$ cat src/rtl/display_scan_if.sv
// Handshake and display bus between a value source and the scan driver.
// The source side loads hex values; the driver side presents the
// currently scanned digit to a seven-segment decoder.
interface display_scan_if;
    logic        load;
    logic [15:0] value;
    logic        blank_lz;
    logic        ready;
    logic [3:0]  nibble;
    logic [3:0]  an;
    logic        blank;
    logic        frame_tick;

    // Source of display values and consumer of the scan outputs.
    modport master (
        output load,
        output value,
        output blank_lz,
        input  ready,
        input  nibble,
        input  an,
        input  blank,
        input  frame_tick
    );

    // The scan driver itself.
    modport slave (
        input  load,
        input  value,
        input  blank_lz,
        output ready,
        output nibble,
        output an,
        output blank,
        output frame_tick
    );
endinterface

$ cat src/rtl/display_scan_driver.sv
// Time-multiplexed scan driver for a 4-digit common-anode seven-segment
// display. A 16-bit value is shown one nibble at a time, each digit held for
// PRESCALE cycles. New values are double-buffered and only committed on the
// frame wrap, so one frame never mixes digits of two different values.
module display_scan_driver #(
    parameter int PRESCALE = 50000
) (
    input  logic           clk,
    input  logic           reset,
    display_scan_if.slave  bus
);

    localparam int              CNT_W    = (PRESCALE > 1) ? $clog2(PRESCALE) : 1;
    localparam logic [CNT_W-1:0] CNT_LAST = CNT_W'(PRESCALE - 1);

    logic [CNT_W-1:0] cnt;
    logic [1:0]       idx;
    logic [15:0]      disp;
    logic [15:0]      pend;
    logic             pending;
    logic             frame_tick_q;

    logic             step;
    logic             wrap;
    logic             accept;
    logic             lead_zero;

    // Digit step at the end of each hold period; the wrap is the step out of
    // digit 3, which is also the only point where a new value may commit.
    assign step   = (cnt == CNT_LAST);
    assign wrap   = step && (idx == 2'd3);
    assign accept = bus.load && !pending;

    // Prescaler, digit index, double-buffered value and frame pulse.
    always_ff @(posedge clk) begin
        if (reset) begin
            cnt          <= '0;
            idx          <= 2'd0;
            disp         <= 16'h0000;
            pend         <= 16'h0000;
            pending      <= 1'b0;
            frame_tick_q <= 1'b0;
        end else begin
            // NOTE: non-blocking assignments here so every register samples
            // pre-edge values; blocking would let later lines see updates.
            cnt          <= step ? '0 : cnt + 1'b1;
            frame_tick_q <= wrap;
            if (step) begin
                idx <= idx + 2'd1;
            end
            // Commit and accept are mutually exclusive: accept needs the
            // pending flag clear, commit needs it set. A load accepted on the
            // wrap edge therefore waits a full frame for the next wrap.
            if (wrap && pending) begin
                disp    <= pend;
                pending <= 1'b0;
            end
            if (accept) begin
                pend    <= bus.value;
                pending <= 1'b1;
            end
        end
    end

    // Leading-zero detect: the current digit and every more significant one
    // are zero. Digit 0 is never considered a leading zero.
    always_comb begin
        // NOTE: default assignment first so no path leaves lead_zero
        // unassigned, which would otherwise infer a latch.
        lead_zero = 1'b0;
        case (idx)
            2'd1:    lead_zero = (disp[15:4]  == 12'h000);
            2'd2:    lead_zero = (disp[15:8]  == 8'h00);
            2'd3:    lead_zero = (disp[15:12] == 4'h0);
            default: lead_zero = 1'b0;
        endcase
    end

    // Moore outputs decoded from registers; blank follows blank_lz directly.
    assign bus.an         = ~(4'b0001 << idx);
    assign bus.nibble     = disp[4*idx +: 4];
    assign bus.blank      = bus.blank_lz && lead_zero;
    assign bus.ready      = ~pending;
    assign bus.frame_tick = frame_tick_q;

endmodule

$ cat src/flat_wrapper.sv
// flat-port wrapper written by rule: the top's interface ports become plain ports
module display_scan_driver_flat 
#(
    parameter int PRESCALE = 50000
)
  (clk, reset, bus_load, bus_value, bus_blank_lz, bus_ready, bus_nibble, bus_an, bus_blank, bus_frame_tick);
  display_scan_if bus_i ();
  input  logic clk;
  input  logic reset;
  input wire logic [$bits(bus_i.load)-1:0] bus_load;
  input wire logic [$bits(bus_i.value)-1:0] bus_value;
  input wire logic [$bits(bus_i.blank_lz)-1:0] bus_blank_lz;
  output wire logic [$bits(bus_i.ready)-1:0] bus_ready;
  output wire logic [$bits(bus_i.nibble)-1:0] bus_nibble;
  output wire logic [$bits(bus_i.an)-1:0] bus_an;
  output wire logic [$bits(bus_i.blank)-1:0] bus_blank;
  output wire logic [$bits(bus_i.frame_tick)-1:0] bus_frame_tick;
  assign bus_i.load = bus_load;
  assign bus_i.value = bus_value;
  assign bus_i.blank_lz = bus_blank_lz;
  assign bus_ready = bus_i.ready;
  assign bus_nibble = bus_i.nibble;
  assign bus_an = bus_i.an;
  assign bus_blank = bus_i.blank;
  assign bus_frame_tick = bus_i.frame_tick;
  display_scan_driver #(.PRESCALE(PRESCALE)) u_core (.clk(clk), .reset(reset), .bus(bus_i));
endmodule
$ cat config.mk
export PLATFORM = sky130hd
export DESIGN_NAME = display_scan_driver_flat
export DESIGN_NICKNAME = d
export VERILOG_FILES = /design/src/rtl/display_scan_if.sv /design/src/rtl/display_scan_driver.sv /design/src/flat_wrapper.sv
export SDC_FILE = /design/constraint.sdc
export NUM_CORES = 1
export LEC_CHECK = 0
export CAP_MARGIN = 20
export CORE_MARGIN = 5
export CORE_UTILIZATION = 40
export DETAILED_ROUTE_END_ITERATION = 8
export SLEW_MARGIN = 20
export SYNTH_ARGS = -nofsm -noshare
export SYNTH_HDL_FRONTEND = slang
export SYNTH_SLANG_ARGS = --single-unit
$ cat constraint.sdc
create_clock -name clk -period 3 [get_ports clk]
set_clock_uncertainty 0.15 [all_clocks]
set_input_delay 0.9 -clock clk [delete_from_list [all_inputs] [get_ports clk]]
set_output_delay 0.9 -clock clk [all_outputs]
set_load 0.01 [all_outputs]
Word level (Yosys, flattened, before mapping)
Index checks and enable logic that the tools add are counted.
W data, S select, Z words.
- add/subtract/negate cells: 2
- equal/unequal tests: 4
- shifts and indexed selects: 2
- multiplexer cells: 3
- bitwise logic cells: 2
- reduce and logical (&&, ||, !) cells: 10
- operator list (kind ; number):
    $add A16 B1 Y16 const B ; 1
    $eq A16 B16 Y1 const B ; 1
    $shiftx A16 B5 Y4 ; 1
    $logic_not A12 Y1 ; 1
    $logic_not A8 Y1 ; 1
    $eq A2 B2 Y1 const B ; 2
    $logic_and A1 B1 Y1 ; 4
    $logic_not A4 Y1 ; 1
    $not A4 Y4 ; 1
    $shl A1 B2 Y4 const A ; 1
    $pmux W1 S3 ; 1
    $add A2 B1 Y2 const B ; 1
    $eq A2 B1 Y1 const B ; 1
    $mux W1 ; 2
    $reduce_bool A2 Y1 ; 1
    $reduce_or A2 Y1 ; 1
    $logic_not A1 Y1 ; 1
    $not A1 Y1 ; 1
- register bits after elaboration: 52
- output and inout port bits: 11
- word-level logic and storage cells: 29

Logic depth before layout (Yosys ltp)
Gate-level depths: netlist of run 1.
- word-level depth: 5
- mapped depth: 7
- mapped depth without buffers: 6

Worst setup path after synthesis of run 1
OpenSTA, ideal clock, no wires.
- kind: register to output
- start point: register u_core.disp[4]
- end point: output port bus_blank
- arrival: 1.483 ns
- path slack: 0.467 ns
- stages on the path, launching flop included: 5
- path buffers: 0
- path through: dfxtp_1 > or4_1 > o21ai_0 > a21oi_1 > nor4b_1
- cells in the longest elaborated chain, start to end: 3
- RTL lines (what ; RTL line ; source):
    start: declaration ; display_scan_driver.sv:18 ; logic [15:0] disp;
    start signal: assignment ; display_scan_driver.sv:55 ; disp <= pend;
    $logic_not A12 Y1 ; display_scan_driver.sv:72 ; 2'd1: lead_zero = (disp[15:4] == 12'h000);
    $pmux W1 S3 ; display_scan_driver.sv:71 ; case (idx)
    $logic_and A1 B1 Y1 ; display_scan_driver.sv:82 ; assign bus.blank = bus.blank_lz && lead_zero;
    end: declaration ; flat_wrapper.sv:16 ; output wire logic [$bits(bus_i.blank)-1:0] bus_blank;
No other way between the ends.

Worst setup path in the final report of run 1
- start point: register u_core.idx[0]
- end point: output port bus_nibble[0]
- cells in the longest elaborated chain, start to end: 1
- RTL lines (what ; RTL line ; source):
    start: declaration ; display_scan_driver.sv:17 ; logic [1:0] idx;
    start signal: assignment ; display_scan_driver.sv:49 ; idx <= idx + 2'd1;
    $shiftx A16 B5 Y4 ; display_scan_driver.sv:81 ; assign bus.nibble = disp[4*idx +: 4];
    end: declaration ; flat_wrapper.sv:14 ; output wire logic [$bits(bus_i.nibble)-1:0] bus_nibble;
No other way between the ends.

==> impl_metrics.yaml, run 1 <==
power_and_ir_drop:
  p_sw_mw: 0.275
  powerDensity_nw_per_um2: 420
  swShare_pct: 22.6
  internal_power_mw: 0.941
  peakVddDrop_v: 0.000259
  p_leak_nw: 1.03
  p_clk_share_pct: 33.8
  combPwrFrac_pct: 7.3
  p_seq_share_pct: 58.9
timing:
  tightestPinTransition_ns: 0.600
  max_slew_margin_pct: 59.9
  drv_slew: 0
  hold_viol: 0
  fin_crit_sh_pct: 96.3
  setup_viol: 0
  fin_setup_tns_ns: 0
  rsz0062_at_grt: "false"
  min_period_ns: 2.89
  max_freq_mhz: 346
clocking:
  clk_latency_ns: 0.30
  cts_buffers: 5
  clk_pin_slew_ns: 0.09
  clockBufferDepth: 2
  cts_root_buffer: "clkbuf_8"
  cts.sinks: 52
  htree_levels: 2
  cts_tree: "done"
global_route:
  grt_max_degree: 44
  grt_pass1_wl_um: 8070
  antenna_found_initial: 0
  grt_usage_pct: 13.3
  grt_pass1_vias: 1730
  grt_overflow_total: 0
synth:
  netlist_instances: 261
  syn_area_per_cell_um2: 9.30
  seq_area_frac_synth_pct: 42.9
  syn_nets: 287
  syn-cell-area_um2: 2430
  ys_types: 33
  ys_seq_elements: 52
  ys_warn_count: 0
drt:
  ant_nets: 0
  wl_per_cell_um: 13.0
  routed_via_density: 4.82
  routed_wl_um: 4770
  drtPass1Iterations: 4
  drc: 0
  first_iter_violations: 56
  vias: 1774
cells_and_area:
  nets: 318
  final_cell_mix: "dfxtp_1, nand2_1, nand2b_1"
  areaGrowthSynthToFinish_pct: 19.3
  design_area_um2: 2900
  layout-drive-gt1-share_pct: 9.56
  layout_commonest_cell: "dfxtp_1"
  diodes: 0
floorplanning:
  ios: 31
  start_util_pct: 41.0
  fp.dieH_um: 87.9
  die-area_um2: 7720
  fp.dieW_um: 87.9
  rows: 28
  core_um2: 5920
placement:
  gp_congestion: 0.785
  hpwl_um: 3440
  port_buffers: 30
  dpl_cell_area_um2: 2800
hold_path:
  hp-start: "u_core.pend[10]$_SDFFE_PP0P_"
  min_path_type: "reg2reg"
critical_path:
  arrival_ns: 1.84
  critPathLaunchType: "register"
  r2r_start: "u_core.cnt[0]$_SDFF_PP0_"
  endpoint_kind: "output pin"
  r2r_setup_slack_ns: 0.96
  crit_required_ns: 1.95
  crit_fanout: 5
  startpoint: "u_core.idx[0]$_SDFFE_PP0P_"
  path_class: "reg2out"
outcome:
  status: "completed"
job:
  max-cap-violations: 0
## flip-flops by register name (all words and copies together), names as in the netlist
register	cells
u_core.disp	16
u_core.pending	1
u_core.idx	2
u_core.bus.frame_tick	1
u_core.pend	16
u_core.cnt	16
## path summary, 6_finish.rpt
check,endpoint,depth (start not counted)
worst min-delay path,u_core.pend[10]$_SDFFE_PP0P_,2
worst max-delay path,bus_nibble[0],3
worst min register to register,u_core.pend[10]$_SDFFE_PP0P_,2
worst max register to register,u_core.disp[2]$_SDFFE_PP0P_,6
## layout make-up
| cell class | instances | area [um2] |
|---|---|---|
| clock buffer | 7 | 86.3 |
| timing repair buffer | 40 | 370 |
| inverter | 9 | 33.8 |
| fill | 589 | 3030 |
| clock inverter | 1 | 7.51 |
| multi-input combinational | 184 | 1260 |
| tap | 75 | 93.8 |
| sequential | 52 | 1040 |
## metrics by stage
| step | std cells | power [mW] | util, % | setup WS [ns] | hold slack (ns) |
|---|---|---|---|---|---|
| 4_1_cts | 368 | 1.24 | 48.9 | 0.0108 | 0.312 |
| 3_3_place_gp | 360 | 0.822 | 47.3 | -0.193 | 0.292 |
| 5_1_grt | 368 | 1.27 | 48.9 | 0.0175 | 0.329 |
| 6_report | 368 | 1.22 | 48.9 | 0.112 | 0.308 |
| 2_1_floorplan | 261 | 0.779 | - | 0.467 | 0.276 |
| 3_5_place_dp | 360 | 0.823 | 47.3 | -0.202 | 0.296 |
## critical path, cell delays in order (launching register included)
cell and delay, ns:
dfxtp_1 0.37, buf_4 0.17, mux4_2 0.50, clkdlybuf4s50_1 0.49
## repair_timing
item                                    in CTS  in global routing
buffers inserted                             0                  0
endpoints found under the setup margin       1                  1
hold buffers                                 0                  0
gates resized for setup                      5                  2
## synth_stat cells
library cell / n / area share [%]
a21oi_1: 17 / 3.5
and2_1: 1 / 0.26
and3_1: 2 / 0.52
and3_2: 1 / 0.31
and4_1: 2 / 0.72
and4b_1: 1 / 0.41
buf_12: 1 / 0.83
buf_2: 2 / 0.41
buf_6: 2 / 0.93
clkbuf_1: 10 / 1.5
clkbuf_2: 1 / 0.21
dfxtp_1: 52 / 43
ha_1: 6 / 3.1
inv_1: 9 / 1.4
mux2i_1: 17 / 7.0
mux4_2: 4 / 3.7
nand2_1: 36 / 5.6
nand2b_1: 33 / 8.5
nand3_1: 3 / 0.62
nand4_1: 8 / 2.1
nand4_4: 1 / 0.88
nor2_1: 20 / 3.1
nor2b_1: 1 / 0.26
nor3_1: 4 / 0.83
nor3_2: 1 / 0.41
nor4_1: 4 / 1.0
nor4b_1: 1 / 0.36
nor4b_4: 2 / 2.0
nor4bb_1: 1 / 0.41
o21ai_0: 1 / 0.21
or4_1: 2 / 0.62
xnor2_1: 8 / 2.9
xor2_1: 7 / 2.5
## power groups by stage
stage / combinational [mW] / sequential [mW] / clock [mW]
detailed placement: 0.0906 / 0.732 / 0
finish: 0.0891 / 0.716 / 0.411
CTS: 0.0911 / 0.716 / 0.431
global route: 0.0996 / 0.719 / 0.453
global placement: 0.0902 / 0.731 / 0
floorplan: 0.0496 / 0.730 / 0
## cells by family after synthesis
family	count (synthesis)	share of synthesized area [%]
adders and majority gates	6	3.09
muxes	21	10.7
buffers and inverters	25	5.31
xor gates and xnor gates	15	5.42
DFF	52	42.9
AOI/OAI and AO/OA	18	3.71
and+or+nand+nor	124	28.8
## metal layers
metal  routed length [um]  GRT usage (%)  up-vias
li1                     -              -      934
met1                 2320           17.5      809
met2                 2170           21.3       26
met3                  216           2.82        5
met4                   70           5.02        0
met5                    0              0        -
Power figures use the tool's default switching activity.
==> run 2: changes to the inputs <==
- CAP_MARGIN: 20 -> 30
- CORE_UTILIZATION: 40 -> 59
- PLACE_DENSITY: default -> 0.84
==> run 2 against run 1 <==
Compared with the run above: critical path depth did not move; sequential share of layout area is 0.52 points higher; register-to-register slack hardly changed; hold slack improved by 0.0018 ns; die area fell by 29%; flip-flop and latch count is the same; sequential power about the same; critical path type unchanged; worst setup slack worse by 0.034 ns.
==> impl_metrics.yaml, run 2 (synthesized netlist as in run 1, its figures left out) <==
outcome:
  status: "completed"
cells_and_area:
  largestRegisters: "u_core.cnt x16, u_core.disp x16, u_core.pend x16"
  diodes: 0
  layout-drive-gt1-share_pct: 8.93
  nets: 316
  final_cell_mix: "dfxtp_1, nand2_1, nand2b_1"
  layout_commonest_cell: "dfxtp_1"
  areaGrowthSynthToFinish_pct: 17.6
  design_area_um2: 2850
global_route:
  grt_overflow_total: 0
  antenna_found_initial: 0
  grt_pass1_vias: 1765
  grt_pass1_wl_um: 8100
  grt_max_degree: 43
  grt_usage_pct: 19.0
hold_path:
  min_path_type: "reg2reg"
  hold_depth: 2
  hp-start: "u_core.pend[11]$_SDFFE_PP0P_"
  holdPathEnd: "u_core.pend[11]$_SDFFE_PP0P_"
clocking:
  cts_resized: 5
  cts_setup_buffers: 0
  cts_buffers: 5
  clk_pin_slew_ns: 0.09
  cts_tree: "done"
  clockBufferDepth: 2
  htree_levels: 2
  cts_root_buffer: "clkbuf_8"
  cts.sinks: 52
  cts_hold_buf: 0
  clk_latency_ns: 0.30
critical_path:
  crit_required_ns: 1.95
  path_depth: 3
  r2r_start: "u_core.cnt[0]$_SDFF_PP0_"
  cp_cell_sequence: "buf_4, mux4_2, clkdlybuf4s50_1"
  crit_family: "buffers and inverters"
  cp_slowest_stage_delay_ns: 0.52
  r2r_setup_slack_ns: 0.96
  critPathLaunchType: "register"
  slowest_stage: "mux4_2"
  rr_endpoint: "u_core.disp[4]$_SDFFE_PP0P_"
  crit_fanout: 5
  worst_r2r_path_depth: 6
  worst-path-buf-inv: 2
  path_class: "reg2out"
  arrival_ns: 1.87
  endpoint_kind: "output pin"
  startpoint: "u_core.idx[0]$_SDFFE_PP0P_"
drt:
  drc: 0
  drtPass1Iterations: 4
  routed_wl_um: 4810
  ant_nets: 0
  drt-met1-wl_um: 2270
  wl_per_cell_um: 14.1
  routed_via_density: 5.28
  vias: 1801
  first_iter_violations: 71
  met2_length_um: 2180
  top_layer: "met4"
  wl_met3_um: 240
floorplanning:
  fp.dieH_um: 74.1
  rows: 23
  core_um2: 4000
  fp.dieW_um: 74.1
  die-area_um2: 5490
  ios: 31
  start_util_pct: 60.7
timing:
  tightestPinTransition_ns: 0.627
  min_period_ns: 2.92
  fin_setup_tns_ns: 0
  fin_crit_sh_pct: 97.4
  rsz0062_at_grt: "false"
  hold_viol: 0
  max_slew_margin_pct: 58.2
  setup_viol: 0
  max_freq_mhz: 342
  drv_slew: 0
job:
  max-cap-violations: 0
placement:
  hpwl_um: 3320
  dpl_cell_area_um2: 2770
  port_buffers: 30
  gp_congestion: 0.870
power_and_ir_drop:
  powerDensity_nw_per_um2: 425
  p_leak_nw: 1.03
  totalPowerFinal_mw: 1.21
  peakVddDrop_v: 0.000291
==> run 2: cell types whose count changed in the layout (fill, tap and decap cells not counted), sizes merged <==
cell	before	now
buf	11	9
clkbuf	7	6
clkinv	0	2
clkinvlp	1	0
==> run 2: worst min-delay path: stages (launching register included) <==
cell     delay, ns
dfxtp_1       0.32
nand2_1       0.05
a21oi_1       0.05
==> run 2: layout make-up <==
| cell class | count | area [um2] |
|---|---|---|
| inverters | 9 | 33.8 |
| clock inverters | 2 | 10.0 |
| multi-input cells | 184 | 1260 |
| flip-flops and latches | 52 | 1040 |
| well taps | 50 | 62.6 |
| clock buffers | 6 | 82.6 |
| fillers | 313 | 1150 |
| repair buffers | 38 | 368 |
==> run 2: where the power goes <==
part           internal [mW]  switching (mW)
Sequential             0.706         0.00967
Combinational         0.0484          0.0413
Clock                  0.184           0.222
Total                  0.939           0.273
==> run 2: worst max path at each step <==
stage / slack (ns) / to
floorplan: 0.47 / bus_blank
global route: 0.02 / bus_nibble[0]
CTS: 0.07 / bus_nibble[3]
detailed placement: -0.20 / bus_blank
finish: 0.08 / bus_nibble[3]
global placement: -0.21 / bus_blank
==> run 2: per-stage QoR <==
stage	hold slack, ns	instances	utilization [%]	setup slack, ns
after floorplan	0.276	261	-	0.467
after global placement	0.288	333	69.2	-0.210
after detailed placement	0.298	333	69.2	-0.196
after CTS	0.311	341	71.3	0.0667
after global routing	0.334	341	71.3	0.0219
final	0.310	341	71.3	0.0775
==> run 2: per-layer routing <==
layer | up-vias | global-route usage, %
met1 | 820 | 24.4
met4 | 0 | 7.44
met2 | 38 | 30.7
met3 | 13 | 5.00
met5 | - | 0
li1 | 930 | -
